$ cat src/rtl/lcd_text_refresher.sv
// Frame sequencer for HD44780-class LCDs: runs the power-up command list, then
// streams a writable ROWS x COLS character buffer to the byte-level LCD controller.
module lcd_text_refresher #(
  parameter int COLS            = 16,
  parameter int ROWS            = 2,
  parameter int DELAY_CYC       = 63166,
  parameter int CLEAR_DELAY_CYC = 100000,
  parameter int AW              = $clog2(ROWS*COLS)
) (
  input  logic          iCLK,
  input  logic          iRST_N,
  input  logic          wr_en,
  input  logic [AW-1:0] wr_addr,
  input  logic [7:0]    wr_char,
  input  logic          mode,
  input  logic          refresh_req,
  output logic          busy,
  output logic          init_done,
  output logic          frame_done,
  output logic          ctrl_Start,
  output logic          ctrl_RS,
  output logic [7:0]    ctrl_DATA,
  input  logic          ctrl_Done
);

  localparam int DEPTH = ROWS * COLS;
  localparam int RW    = (ROWS > 1) ? $clog2(ROWS) : 1;
  localparam int CW    = $clog2(COLS + 1);

  typedef enum logic [2:0] {
    INIT_ISSUE, INIT_WAIT, INIT_DELAY, FR_NEXT, ISSUE, WAIT, DELAY, IDLE
  } state_t;

  state_t        r_state, w_next;
  logic [7:0]    r_buf [DEPTH];
  logic [RW-1:0] r_row;
  logic [CW-1:0] r_col;
  logic [1:0]    r_initIdx;
  logic [31:0]   r_cnt;
  logic          r_pending;
  logic          r_selCmd;
  logic [AW-1:0] r_selAddr;

  logic          w_load, w_ack, w_lastCnt, w_advance, w_frameEnd, w_restart;
  logic          w_initLast, w_lastItem, w_wrOk;
  logic [31:0]   w_limit;
  logic [7:0]    w_char, w_initByte;
  logic [6:0]    w_base;
  logic [AW-1:0] w_ptrAddr;

  assign busy       = (r_state != IDLE);
  assign w_wrOk     = wr_en && (int'(wr_addr) < DEPTH);
  assign w_lastItem = (int'(r_col) == COLS) && (int'(r_row) == ROWS - 1);
  // r_col = 0 is the row's set-address slot; characters occupy r_col = 1..COLS.
  assign w_ptrAddr  = AW'(int'(r_row) * COLS + int'(r_col) - 1);
  assign w_char     = (w_wrOk && (wr_addr == r_selAddr)) ? wr_char : r_buf[r_selAddr];
  assign w_limit    = (!ctrl_RS && (ctrl_DATA == 8'h01)) ? 32'(CLEAR_DELAY_CYC - 1)
                                                         : 32'(DELAY_CYC - 1);
  assign w_lastCnt  = (r_cnt >= w_limit);

  always_comb begin
    w_initByte = 8'h38;
    case (r_initIdx)
      2'd0:    w_initByte = 8'h38;
      2'd1:    w_initByte = 8'h0C;
      2'd2:    w_initByte = 8'h01;
      default: w_initByte = 8'h06;
    endcase
    w_base = 7'h00;
    case (int'(r_row))
      0:       w_base = 7'h00;
      1:       w_base = 7'h40;
      2:       w_base = 7'h14;
      default: w_base = 7'h54;
    endcase
  end

  always_ff @(posedge iCLK or negedge iRST_N) begin
    if (!iRST_N) r_state <= INIT_ISSUE;
    else         r_state <= w_next;
  end

  always_comb begin
    w_next     = r_state;
    w_load     = 1'b0;
    w_ack      = 1'b0;
    w_advance  = 1'b0;
    w_frameEnd = 1'b0;
    w_restart  = 1'b0;
    w_initLast = 1'b0;
    case (r_state)
      INIT_ISSUE: begin
        w_load = 1'b1;
        w_next = INIT_WAIT;
      end
      INIT_WAIT: if (ctrl_Done) begin
        w_ack  = 1'b1;
        w_next = INIT_DELAY;
      end
      INIT_DELAY: if (w_lastCnt) begin
        if (r_initIdx == 2'd3) begin
          w_initLast = 1'b1;
          w_next     = FR_NEXT;
        end else begin
          w_next = INIT_ISSUE;
        end
      end
      FR_NEXT: w_next = ISSUE;
      ISSUE: begin
        w_load = 1'b1;
        w_next = WAIT;
      end
      WAIT: if (ctrl_Done) begin
        w_ack  = 1'b1;
        w_next = DELAY;
      end
      DELAY: if (w_lastCnt) begin
        w_advance = 1'b1;
        w_next    = FR_NEXT;
        if (w_lastItem) begin
          // Mode is only consulted here, so a mid-frame change waits for the frame end.
          w_frameEnd = 1'b1;
          if (!mode || r_pending) w_restart = 1'b1;
          else                    w_next    = IDLE;
        end
      end
      IDLE: if (r_pending || !mode) begin
        w_restart = 1'b1;
        w_next    = FR_NEXT;
      end
      default: w_next = INIT_ISSUE;
    endcase
  end

  always_ff @(posedge iCLK or negedge iRST_N) begin
    if (!iRST_N) begin
      for (int i = 0; i < DEPTH; i++) r_buf[i] <= 8'h20;
    end else if (w_wrOk) begin
      r_buf[wr_addr] <= wr_char;
    end
  end

  always_ff @(posedge iCLK or negedge iRST_N) begin
    if (!iRST_N) begin
      ctrl_Start <= 1'b0;
      ctrl_RS    <= 1'b0;
      ctrl_DATA  <= 8'h00;
      init_done  <= 1'b0;
      frame_done <= 1'b0;
      r_row      <= '0;
      r_col      <= '0;
      r_initIdx  <= 2'd0;
      r_cnt      <= 32'd0;
      r_pending  <= 1'b0;
      r_selCmd   <= 1'b1;
      r_selAddr  <= '0;
    end else begin
      frame_done <= w_frameEnd;
      if (w_load) begin
        ctrl_Start <= 1'b1;
        if (r_state == INIT_ISSUE) begin
          ctrl_RS   <= 1'b0;
          ctrl_DATA <= w_initByte;
        end else if (r_selCmd) begin
          ctrl_RS   <= 1'b0;
          ctrl_DATA <= {1'b1, w_base};
        end else begin
          ctrl_RS   <= 1'b1;
          ctrl_DATA <= w_char;
        end
      end
      if (w_ack) begin
        ctrl_Start <= 1'b0;
        r_cnt      <= 32'd0;
      end else if (r_state == DELAY || r_state == INIT_DELAY) begin
        r_cnt <= r_cnt + 32'd1;
      end
      if (r_state == INIT_DELAY && w_lastCnt && !w_initLast) r_initIdx <= r_initIdx + 2'd1;
      if (w_initLast) begin
        init_done <= 1'b1;
        r_row     <= '0;
        r_col     <= '0;
      end
      if (r_state == FR_NEXT) begin
        r_selCmd  <= (r_col == '0);
        r_selAddr <= w_ptrAddr;
      end
      if (w_advance) begin
        if (int'(r_col) == COLS) begin
          r_col <= '0;
          r_row <= (int'(r_row) == ROWS - 1) ? '0 : r_row + 1'b1;
        end else begin
          r_col <= r_col + 1'b1;
        end
      end
      // A request arriving on the same edge a frame starts is kept, not lost.
      if (w_restart) r_pending <= 1'b0;
      if (init_done && (refresh_req || (wr_en && mode))) r_pending <= 1'b1;
    end
  end

endmodule

$ cat config.mk
export PLATFORM = sky130hd
export DESIGN_NAME = lcd_text_refresher
export DESIGN_NICKNAME = d
export VERILOG_FILES = /design/src/rtl/lcd_text_refresher.sv
export SDC_FILE = /design/constraint.sdc
export NUM_CORES = 1
export LEC_CHECK = 0
export ABC_AREA = 1
export CAP_MARGIN = 20
export CORE_ASPECT_RATIO = 0.75
export CORE_MARGIN = 2
export CORE_UTILIZATION = 67
export DETAILED_ROUTE_END_ITERATION = 16
export PLACE_DENSITY = 0.83
export SYNTH_ARGS = -nofsm -noshare
export SYNTH_HDL_FRONTEND = slang
export SYNTH_SLANG_ARGS = --single-unit
export TNS_END_PERCENT = 10
$ cat constraint.sdc
create_clock -name iCLK -period 5.2 [get_ports iCLK]
set_input_delay 1.56 -clock iCLK [delete_from_list [all_inputs] [get_ports iCLK]]
set_output_delay 1.56 -clock iCLK [all_outputs]
set_load 0.02 [all_outputs]
==> impl_metrics.env, run 1 <==
export IMPL_outcome="complete, no violations"
export IMPL_wire_length_of_the_first_global_routing_pass_um=68100
export IMPL_synth_seq_cells=318
export IMPL_worst_pin_slew_ps=1050
export IMPL_final_period_minus_worst_setup_slack_ps=3650
export IMPL_worstHoldPathType="register to register"
export IMPL_syn_area_per_cell_um2=7.77
export IMPL_number_of_optimization_iterations_in_the_first_detailed_route_pass=8
export IMPL_irDropWorstVdd_mv=0.468
export IMPL_synth_enable_flop_cells=0
export IMPL_worst_skew_pair_late_latency_ps=590
export IMPL_routabilityCongestion=0.899
export IMPL_layout_worst_path_cycle_share=0.702
export IMPL_ys_flop_type="sky130_fd_sc_hd__dfrtp_1"
export IMPL_setup_worst_path_start_class="register"
export IMPL_portBuffers=31
export IMPL_final_setup_skew_ps=18.6
export IMPL_critical_path_cell_list="inv_1 -> nor2_1 -> inv_1 -> clkdlybuf4s50_1"
export IMPL_synth_sequential_area_ratio=0.513
export IMPL_die_w_um=180
export IMPL_drc=0
export IMPL_final_net_count=2019
export IMPL_cp_max_fo=7
export IMPL_ant_diodes=0
export IMPL_critical_path_top_delay_family="buffers and inverters"
export IMPL_slew_limit_headroom=0.299
export IMPL_vias_per_cell=6.08
export IMPL_grt_start_max_net_pins=118
export IMPL_flow_area_growth_from_synthesis_pct=10.2
export IMPL_path_class="register to primary output"
export IMPL_worst_path_largest_cell_delay_ps=560
export IMPL_post_synth_design_cell_area_um2=15600
export IMPL_drtIter0Drc=1960
export IMPL_hold_worst_slack_ps=487
export IMPL_synthTopCellsByArea="sky130_fd_sc_hd__dfrtp_1 (46%), sky130_fd_sc_hd__nand2_1 (17%), sky130_fd_sc_hd__o21ai_0 (8.4%)"
export IMPL_antenna_found_initial=0
export IMPL_p_per_area_nw_per_um2=513
export IMPL_wire_per_inst_um=18.1
export IMPL_yosys_cell_count_top_type="sky130_fd_sc_hd__nand2_1"
export IMPL_cp_data_required_time_ps=3640
export IMPL_fmax_mhz=274
export IMPL_synth_async_sr_flop_share=1.00
export IMPL_power_leakage_nw=8.02
export IMPL_drt_antenna_violating_nets=0
export IMPL_numClockSinks=318
export IMPL_clock_transition_at_the_registers_of_the_reported_paths_ps=70
export IMPL_slew_violations=0
export IMPL_cts_setup_buffers=0
export IMPL_cts_htree_levels=1
export IMPL_finalSetupViolations=0
export IMPL_aggregate_routed_wire_length_um=41800
export IMPL_syn_warnings=0
export IMPL_timing_setup_tns_ps=0
export IMPL_max_cap_violations=0
export IMPL_cts_tree="yes"
export IMPL_setup_repair_after_global_routing_missed_its_margin="no"
export IMPL_vias=14002
export IMPL_cp_slowest_cell="sky130_fd_sc_hd__clkdlybuf4s50_1"
export IMPL_dp_hpwl_um=25700
export IMPL_grt_pass1_vias=13380
export IMPL_cts_hold_buffers_added=0
export IMPL_floorplan_initialDensity=0.680
export IMPL_mappedNetlistNets=2048
export IMPL_critical_path_arrival_ps=2090
export IMPL_synth_cells_most_frequent="sky130_fd_sc_hd__nand2_1 (703), sky130_fd_sc_hd__dfrtp_1 (285), sky130_fd_sc_hd__o21ai_0 (261)"
export IMPL_critPathCaptureType="primary output"
export IMPL_fraction_of_post_synthesis_cell_area_in_the_top_cell_type_by_area=0.457
export IMPL_layout_drive_gt1_share=0.0684
export IMPL_clockRootBuffer="sky130_fd_sc_hd__clkbuf_16"
export IMPL_critical_path_buf_inv_count=3
export IMPL_syn_instance_count=2007
export IMPL_die_height_um=136
export IMPL_boundaryPins=32
export IMPL_number_of_core_rows=48
export IMPL_globalRoute_totalOverflow=0
export IMPL_grt_usage=0.346
export IMPL_synth_largest_area_cell="sky130_fd_sc_hd__dfrtp_1"
export IMPL_worst_path_most_repeated_cell="sky130_fd_sc_hd__inv_1"
export IMPL_cts_path_max_buffers=3
export IMPL_dpl_cell_area_um2=16000
export IMPL_postCtsResizedCells=0
export IMPL_die_area_um2=24500
export IMPL_yosys_cell_types_count=43
export IMPL_tritoncts_num_buffers=31
export IMPL_finalHoldViolCount=0
export IMPL_final_area_um2=17200
export IMPL_fp_coreArea_um2=22900
export IMPL_finalPower_w=0.00881
==> stage by stage <==
stage | worst slack [ps] | util | std cells
floorplan | 2470 | - | 2007
global placement | 1400 | 0.697 | 2242
detailed placement | 1330 | 0.697 | 2242
CTS | 1560 | 0.745 | 2300
global route | 1470 | 0.749 | 2303
finish | 1550 | 0.749 | 2303
==> path summary, 6_finish.rpt <==
check	start	endpoint	slack [ps]	depth (start not counted)
worst max register to register	ctrl_DATA[2]$_DFFE_PN0P_	r_col[3]$_DFFE_PN0P_	1930	16
worst min-delay path	r_buf[242]$_DFFE_PN0P_	r_buf[242]$_DFFE_PN0P_	490	2
min in group asynchronous	iRST_N	r_buf[235]$_DFFE_PN0P_	1050	1
worst min register to register	r_buf[242]$_DFFE_PN0P_	r_buf[242]$_DFFE_PN0P_	490	2
worst max-delay path	r_state[2]$_DFFE_PN0P_	busy	1550	4
max in group asynchronous	iRST_N	r_selCmd$_DFFE_PN1N_	3120	2
==> per-layer routing <==
layer  GRT usage  vias up  share of wire
met3      0.0659      128          0.099
met1       0.497     6644           0.42
li1            -     6496              -
met4       0.125        0          0.032
met5           0        -              0
met2       0.532      734           0.45
==> power by group <==
group,internal [W],total [W],switching (W),leakage [nW]
logic,0.000964,0.00299,0.00202,3.45
clock network,0.00143,0.00242,0.000991,0.550
registers,0.00301,0.00340,0.000392,4.02
==> state kept, by name (all words and copies together), names as in the netlist <==
signal      cells
ctrl_Start      1
r_selCmd        1
r_row           1
r_selAddr       5
r_state         3
ctrl_DATA       8
r_cnt          32
ctrl_RS         1
r_pending       1
r_col           5
r_initIdx       2
r_buf         256
frame_done      1
init_done       1
==> worst register-to-register path: cells and delay by family (launching register included) <==
family                   cells  cell delay [ps]
buffers and inverters        1              170
flip-flops                   1              410
AO/OA/AOI/OAI                2              540
adder cells (fa/ha/maj)      1              310
AND/OR/NAND/NOR             12             1750
==> layout make-up <==
cell class	count	area, um^2
Sequential cell	318	8000
Inverter	96	362
Tap cell	300	375
Multi-Input combinational cell	1477	6760
Fill cell	1709	5770
Clock inverter	17	231
Timing Repair Buffer	54	573
Clock buffer	41	873
==> kinds of logic (layout without fill, tap and decap cells) <==
kind of cell	after synthesis	after routing	synth area share
AND/OR/NAND/NOR	1098	1098	0.296
AO/OA/AOI/OAI	347	347	0.114
flip-flops	318	318	0.513
buffers and inverters	212	208	0.0537
adder cells (fa/ha/maj)	22	22	0.0181
XOR/XNOR	8	8	0.00449
multiplexers	2	2	0.00128
==> cell usage in the layout, fill, tap and decap left out, types with 3 or more instances in the layout <==
master / count
sky130_fd_sc_hd__a21oi_1: 69
sky130_fd_sc_hd__buf_16: 3
sky130_fd_sc_hd__buf_4: 18
sky130_fd_sc_hd__bufinv_16: 5
sky130_fd_sc_hd__clkbuf_1: 4
sky130_fd_sc_hd__clkbuf_16: 31
sky130_fd_sc_hd__clkbuf_8: 6
sky130_fd_sc_hd__clkdlybuf4s50_1: 30
sky130_fd_sc_hd__clkinv_2: 10
sky130_fd_sc_hd__dfrtp_1: 283
sky130_fd_sc_hd__dfstp_2: 33
sky130_fd_sc_hd__ha_1: 21
sky130_fd_sc_hd__inv_1: 88
sky130_fd_sc_hd__inv_2: 5
sky130_fd_sc_hd__nand2_1: 703
sky130_fd_sc_hd__nand3_1: 225
sky130_fd_sc_hd__nand4_1: 16
sky130_fd_sc_hd__nor2_1: 109
sky130_fd_sc_hd__nor2_2: 3
sky130_fd_sc_hd__nor2_4: 4
sky130_fd_sc_hd__nor3_1: 21
sky130_fd_sc_hd__nor3_2: 3
sky130_fd_sc_hd__o211ai_1: 3
sky130_fd_sc_hd__o21ai_0: 261
sky130_fd_sc_hd__o22ai_1: 6
sky130_fd_sc_hd__xor2_1: 7
Power figures use the tool's default switching activity.
==> run 2, diff against run 1 <==
--- a/config.mk
+++ b/config.mk
@@ -9,9 +9,9 @@
 export CAP_MARGIN = 20
 export CORE_ASPECT_RATIO = 0.75
 export CORE_MARGIN = 2
-export CORE_UTILIZATION = 67
+export CORE_UTILIZATION = 63
 export DETAILED_ROUTE_END_ITERATION = 16
-export PLACE_DENSITY = 0.83
+export PLACE_DENSITY = 0.79
 export SYNTH_ARGS = -nofsm -noshare
 export SYNTH_HDL_FRONTEND = slang
 export SYNTH_SLANG_ARGS = --single-unit
==> constraint.sdc (replaced) <==
create_clock -name iCLK -period 3.4 [get_ports iCLK]
set_input_delay 1.02 -clock iCLK [delete_from_list [all_inputs] [get_ports iCLK]]
set_output_delay 1.02 -clock iCLK [all_outputs]
set_load 0.02 [all_outputs]
==> run 2 against run 1 <==
Final area is 1.7% higher; die area is 6.2% higher; hold slack worse by 13 ps; total power is 54% higher; largest power group unchanged; sequential power is 53% higher; worst setup slack worse by 1200 ps; critical path depth stayed put; highest routed layer unchanged; core utilization is 2.6 points lower.
==> impl_metrics.env, run 2 (same netlist as run 1, synthesis figures left out) <==
export IMPL_critPathCaptureType="primary output"
export IMPL_die_w_um=186
export IMPL_power_leakage_nw=8.14
export IMPL_grtUsageMet1=0.498
export IMPL_cts_setup_buffers=0
export IMPL_grt_pass1_vias=13251
export IMPL_final_cells=2369
export IMPL_dpl_cell_area_um2=16400
export IMPL_boundaryPins=32
export IMPL_die_height_um=140
export IMPL_fp_coreArea_um2=24200
export IMPL_critical_path_arrival_ps=2030
export IMPL_worstReg2RegStart="ctrl_DATA[3]$_DFFE_PN0P_"
export IMPL_postLayoutCoreUtil=0.723
export IMPL_critical_path_buf_inv_count=3
export IMPL_cts_path_max_buffers=3
export IMPL_globalRoute_busiestLayer="met2"
export IMPL_setup_worst_path_start_class="register"
export IMPL_slew_limit_headroom=0.424
export IMPL_final_common_cell="sky130_fd_sc_hd__nand2_1"
export IMPL_wire_length_of_the_first_global_routing_pass_um=69200
export IMPL_wire_per_inst_um=17.8
export IMPL_power_switching_share=0.386
export IMPL_clock_transition_at_the_registers_of_the_reported_paths_ps=60
export IMPL_p_per_area_nw_per_um2=775
export IMPL_layout_worst_path_cycle_share=0.897
export IMPL_floorplan_initialDensity=0.645
export IMPL_worstSetupStartpoint="r_state[2]$_DFFE_PN0P_"
export IMPL_final_net_count=2054
export IMPL_drc=0
export IMPL_cp_max_fo=7
export IMPL_max_cap_violations=0
export IMPL_layout_drive_gt1_share=0.0810
export IMPL_worst_path_largest_cell_delay_ps=600
export IMPL_cts_tree="yes"
export IMPL_setup_repair_after_global_routing_missed_its_margin="no"
export IMPL_worst_skew_pair_late_latency_ps=570
export IMPL_numClockSinks=318
export IMPL_dp_hpwl_um=26500
export IMPL_finalHoldViolCount=0
export IMPL_cp_slowest_cell="sky130_fd_sc_hd__clkdlybuf4s50_1"
export IMPL_worst_path_most_repeated_cell="sky130_fd_sc_hd__inv_1"
export IMPL_largest_register_ffs=256
export IMPL_vias=14009
export IMPL_grt_start_max_net_pins=113
export IMPL_clockRootBuffer="sky130_fd_sc_hd__clkbuf_16"
export IMPL_critical_path_cell_list="inv_1 -> nor2_1 -> inv_1 -> clkdlybuf4s50_1"
export IMPL_global_route_usage_met3=0.0582
export IMPL_aggregate_routed_wire_length_um=42200
export IMPL_critical_path_top_delay_family="buffers and inverters"
export IMPL_grt_usage=0.335
export IMPL_fmax_mhz=328
export IMPL_layout_filler_cells=1906
export IMPL_worstHoldPathType="input pin to async pin"
export IMPL_number_of_core_rows=49
export IMPL_final_area_um2=17500
export IMPL_cp_data_required_time_ps=2380
export IMPL_drt_antenna_violating_nets=0
export IMPL_max_flop_register="r_buf"
export IMPL_p_comb_frac=0.343
export IMPL_timing_setup_tns_ps=0
export IMPL_drtIter0Drc=1636
export IMPL_flow_area_growth_from_synthesis_pct=12.0
export IMPL_slew_violations=0
export IMPL_final_setup_skew_ps=14.3
export IMPL_netSwitchingPower_w=0.00522
export IMPL_tritoncts_num_buffers=31
export IMPL_seq_power_share=0.384
export IMPL_postCtsResizedCells=0
export IMPL_final_period_minus_worst_setup_slack_ps=3050
export IMPL_ant_diodes=0
export IMPL_finalSetupViolations=0
export IMPL_global_route_usage_met2=0.503
export IMPL_worst_pin_slew_ps=863
export IMPL_routabilityCongestion=0.893
export IMPL_portBuffers=31
export IMPL_cts_hold_buffers_added=0
export IMPL_globalRoute_totalOverflow=0
export IMPL_cts_htree_levels=1
export IMPL_number_of_optimization_iterations_in_the_first_detailed_route_pass=6
export IMPL_irDropWorstVdd_mv=0.603
export IMPL_vias_per_cell=5.91
export IMPL_placedCellCount=2311
export IMPL_antenna_found_initial=1
export IMPL_outcome="complete, no violations"
export IMPL_largestRegisters="r_buf x256, r_cnt x32, ctrl_DATA x8"
export IMPL_power_report_internal_total_w=0.00831
export IMPL_hold_worst_slack_ps=473
export IMPL_clock_power_share=0.273
export IMPL_path_class="register to primary output"
export IMPL_most_frequent_cells_in_the_layout="sky130_fd_sc_hd__nand2_1 (703), sky130_fd_sc_hd__dfrtp_1 (283), sky130_fd_sc_hd__o21ai_0 (261), sky130_fd_sc_hd__nand3_1 (225), sky130_fd_sc_hd__nor2_1 (109)"
export IMPL_die_area_um2=26000
==> run 2: changes by cell type in the layout (fill, tap and decap cells not counted) <==
cell / change
sky130_fd_sc_hd__bufinv_16: +1
sky130_fd_sc_hd__inv_16: -1
sky130_fd_sc_hd__buf_4: +33
sky130_fd_sc_hd__buf_16: -3
sky130_fd_sc_hd__clkbuf_8: -3
sky130_fd_sc_hd__clkinv_2: -7
sky130_fd_sc_hd__buf_12: +5
sky130_fd_sc_hd__inv_6: +2
sky130_fd_sc_hd__clkbuf_1: +7
sky130_fd_sc_hd__clkinv_4: -1
sky130_fd_sc_hd__clkinvlp_4: +2
==> run 2: final timing paths <==
path,endpoint,slack [ps],cells after the start
min in group iCLK,r_buf[178]$_DFFE_PN0P_,480,2
hold reg to reg,r_buf[178]$_DFFE_PN0P_,480,2
setup / recovery,busy,350,4
hold / removal,r_buf[251]$_DFFE_PN0P_,470,1
max in group asynchronous,r_selCmd$_DFFE_PN1N_,2070,2
setup reg to reg,r_col[2]$_DFFE_PN0P_,440,16
==> run 2: per-layer routing <==
layer	up-vias	wire, um
met3	106	4000
met2	686	18800
met5	-	0
met1	6638	18200
li1	6579	-
met4	0	1250
==> run 2: final cells by class <==
class	instances	area [um^2]	share of cell area
multi-input combinational	1477	6760	0.387
inverter	96	362	0.0207
clock inverter	13	230	0.0132
sequential	318	8000	0.458
clock buffer	45	858	0.0492
timing repair buffer	89	838	0.0480
tap	331	414	0.0237
==> run 2: power groups by stage <==
stage | sequential (W) | clock (W) | combinational [W]
3_3_place_gp | 0.00521 | 0 | 0.00439
2_1_floorplan | 0.00506 | 0 | 0.00314
4_1_cts | 0.00518 | 0.00372 | 0.00454
6_report | 0.00520 | 0.00369 | 0.00463
5_1_grt | 0.00529 | 0.00388 | 0.00514
3_5_place_dp | 0.00523 | 0 | 0.00450
==> run 2: worst reg2reg max path: cells and delay by family (launching register included) <==
kind / cells / cell delay, ps
adder cells (fa/ha/maj): 1 / 290
AND/OR/NAND/NOR: 12 / 1490
flip-flops: 1 / 390
buffers and inverters: 1 / 110
AO/OA/AOI/OAI: 2 / 580
==> run 2: per-stage QoR <==
step,worst slack [ps],power (W)
4_1_cts,353,0.0134
3_3_place_gp,272,0.00959
2_1_floorplan,981,0.00820
5_1_grt,175,0.0143
6_report,351,0.0135
3_5_place_dp,265,0.00973
==> run 3, diff against run 2 <==
--- a/config.mk
+++ b/config.mk
@@ -11,6 +11,7 @@
 export CORE_MARGIN = 2
 export CORE_UTILIZATION = 63
 export DETAILED_ROUTE_END_ITERATION = 16
+export MAX_ROUTING_LAYER = met4
 export PLACE_DENSITY = 0.79
 export SYNTH_ARGS = -nofsm -noshare
 export SYNTH_HDL_FRONTEND = slang
==> constraint.sdc (replaced) <==
create_clock -name iCLK -period 3.4 [get_ports iCLK]
set_input_delay 1.02 -clock iCLK [delete_from_list [all_inputs] [get_ports iCLK]]
set_output_delay 1.02 -clock iCLK [all_outputs]
set_load 0.1 [all_outputs]
==> run 3 against run 2 <==
Sequential share of layout area grew 0.19 points; count of clock-buffer cells in the layout grew 3; global-route usage is 1.1 points higher; largest cell class unchanged; hold slack improved by 10 ps; worst setup slack better by 9.8 ps; first-iteration DRC count grew 0.79%.
==> impl_metrics.env, run 3 (same netlist as run 1, synthesis figures left out) <==
export IMPL_die_height_um=140
export IMPL_antenna_found_initial=1
export IMPL_layout_filler_cells=1938
export IMPL_fp_coreArea_um2=24200
export IMPL_fmax_mhz=329
export IMPL_worst_pin_slew_ps=889
export IMPL_dp_hpwl_um=26500
export IMPL_outcome="complete, no violations"
export IMPL_cts_tree="yes"
export IMPL_number_of_core_rows=49
export IMPL_power_leakage_nw=8.15
export IMPL_final_net_count=2053
export IMPL_cts_htree_levels=1
export IMPL_vias=14068
export IMPL_critical_path_buf_inv_count=1
export IMPL_largestRegisters="r_buf x256, r_cnt x32, ctrl_DATA x8"
export IMPL_final_setup_skew_ps=8.87
export IMPL_slew_limit_headroom=0.407
export IMPL_cts_hold_buffers_added=0
export IMPL_drtIter0Drc=1649
export IMPL_setup_repair_after_global_routing_missed_its_margin="no"
export IMPL_slew_violations=0
export IMPL_final_setup_worst_slack_ps=361
export IMPL_die_w_um=186
export IMPL_layout_drive_gt1_share=0.0884
export IMPL_grt_pass1_vias=13316
export IMPL_cts_setup_buffers=0
export IMPL_routabilityCongestion=0.895
export IMPL_irDropWorstVdd_mv=0.652
export IMPL_cp_slowest_cell="sky130_fd_sc_hd__dfrtp_1"
export IMPL_critical_path_top_delay_family="simple AND/OR/NAND/NOR gates"
export IMPL_clockRootBuffer="sky130_fd_sc_hd__clkbuf_16"
export IMPL_path_class="register to register"
export IMPL_p_per_area_nw_per_um2=787
export IMPL_die_area_um2=26000
export IMPL_max_cap_violations=0
export IMPL_worst_path_largest_cell_delay_ps=400
export IMPL_critical_path_arrival_ps=3500
export IMPL_final_period_minus_worst_setup_slack_ps=3040
export IMPL_worstHoldPathType="input pin to async pin"
export IMPL_tritoncts_num_buffers=31
export IMPL_layout_worst_path_cycle_share=0.894
export IMPL_drt_antenna_violating_nets=0
export IMPL_critical_path_cell_list="nor4_1 -> and3b_1 -> and2_1 -> inv_1 -> ha_1 -> nand2_1 -> nand2_1 -> nand2_1 -> o21ai_0 -> nand2_1 -> nand2_1 -> nand2_1 -> nand2_1 -> o21ai_0 -> nand2_1 -> nand2_1"
export IMPL_worst_skew_pair_late_latency_ps=580
export IMPL_numClockSinks=318
export IMPL_finalHoldViolCount=0
export IMPL_aggregate_routed_wire_length_um=42200
export IMPL_wire_per_inst_um=17.8
export IMPL_cts_path_max_buffers=3
export IMPL_critPathCaptureType="register"
export IMPL_vias_per_cell=5.94
export IMPL_worst_path_most_repeated_cell="sky130_fd_sc_hd__nand2_1"
export IMPL_drc=0
export IMPL_grt_start_max_net_pins=133
export IMPL_portBuffers=31
export IMPL_floorplan_initialDensity=0.645
export IMPL_most_frequent_cells_in_the_layout="sky130_fd_sc_hd__nand2_1 (703), sky130_fd_sc_hd__dfrtp_1 (283), sky130_fd_sc_hd__o21ai_0 (261), sky130_fd_sc_hd__nand3_1 (225), sky130_fd_sc_hd__nor2_1 (109)"
export IMPL_grt_usage=0.346
export IMPL_largest_register_ffs=256
export IMPL_max_flop_register="r_buf"
export IMPL_final_common_cell="sky130_fd_sc_hd__nand2_1"
export IMPL_finalSetupViolations=0
export IMPL_setup_worst_path_start_class="register"
export IMPL_clock_transition_at_the_registers_of_the_reported_paths_ps=60
export IMPL_flow_area_growth_from_synthesis_pct=11.5
export IMPL_globalRoute_totalOverflow=0
export IMPL_preCtsSetupSlack_ps=199
export IMPL_cp_max_fo=8
export IMPL_timing_setup_tns_ps=0
export IMPL_number_of_optimization_iterations_in_the_first_detailed_route_pass=8
export IMPL_boundaryPins=32
export IMPL_wire_length_of_the_first_global_routing_pass_um=69200
export IMPL_cp_data_required_time_ps=3870
export IMPL_postCtsResizedCells=0
==> run 3: cell types whose count changed in the layout (fill, tap and decap cells not counted), sizes merged <==
cell / before / now
clkdlybuf4s50: 30 / 17
buf: 59 / 71
bufinv: 6 / 2
clkinv: 5 / 9
clkbuf: 45 / 48
clkinvlp: 3 / 1
diode: 0 / 1
inv: 95 / 94
==> run 3: power breakdown <==
part	switching, W	total [W]	internal, W
Clock	0.00150	0.00353	0.00203
Sequential	0.000541	0.00514	0.00460
Combinational	0.00353	0.00501	0.00149
==> run 3: area by class of cell <==
type                    count  area, um^2  share of cell area
repair buffers             88         811              0.0466
clock inverters            10         110             0.00633
diodes                      1        2.50            0.000144
inverters                  96         362              0.0208
flip-flops and latches    318        8000               0.460
clock buffers              48         930              0.0535
well taps                 331         414              0.0238
multi-input cells        1477        6760               0.389
==> run 3: per-stage QoR <==
step	hold slack [ps]	total power [W]	instances	instance area [um^2]	utilization
CTS	489	0.0136	2368	17400	0.720
finish	483	0.0137	2369	17400	0.720
detailed placement	473	0.0101	2310	16300	0.677
global route	501	0.0144	2369	17400	0.720
floorplan	448	0.00853	2007	15600	-
global placement	464	0.00993	2310	16300	0.677
==> run 3: worst paths after layout <==
| check | from | endpoint | slack, ps | cells after the start |
|---|---|---|---|---|
| setup reg to reg | ctrl_DATA[3]$_DFFE_PN0P_ | r_col[3]$_DFFE_PN0P_ | 360 | 16 |
| hold / removal | iRST_N | r_buf[243]$_DFFE_PN0P_ | 480 | 1 |
| setup / recovery | ctrl_DATA[3]$_DFFE_PN0P_ | r_col[3]$_DFFE_PN0P_ | 360 | 16 |
| min in group iCLK | r_buf[35]$_DFFE_PN0P_ | r_buf[35]$_DFFE_PN0P_ | 480 | 2 |
| max in group asynchronous | iRST_N | r_buf[229]$_DFFE_PN1P_ | 2020 | 2 |
| hold reg to reg | r_buf[35]$_DFFE_PN0P_ | r_buf[35]$_DFFE_PN0P_ | 480 | 2 |
==> run 3: per-layer routing <==
layer / GRT usage / share of wire / routed length [um]
met1: 0.502 / 0.44 / 18300
met2: 0.506 / 0.45 / 18900
met4: 0.0928 / 0.027 / 1150
met5: - / 0 / 0
met3: 0.0614 / 0.089 / 3760
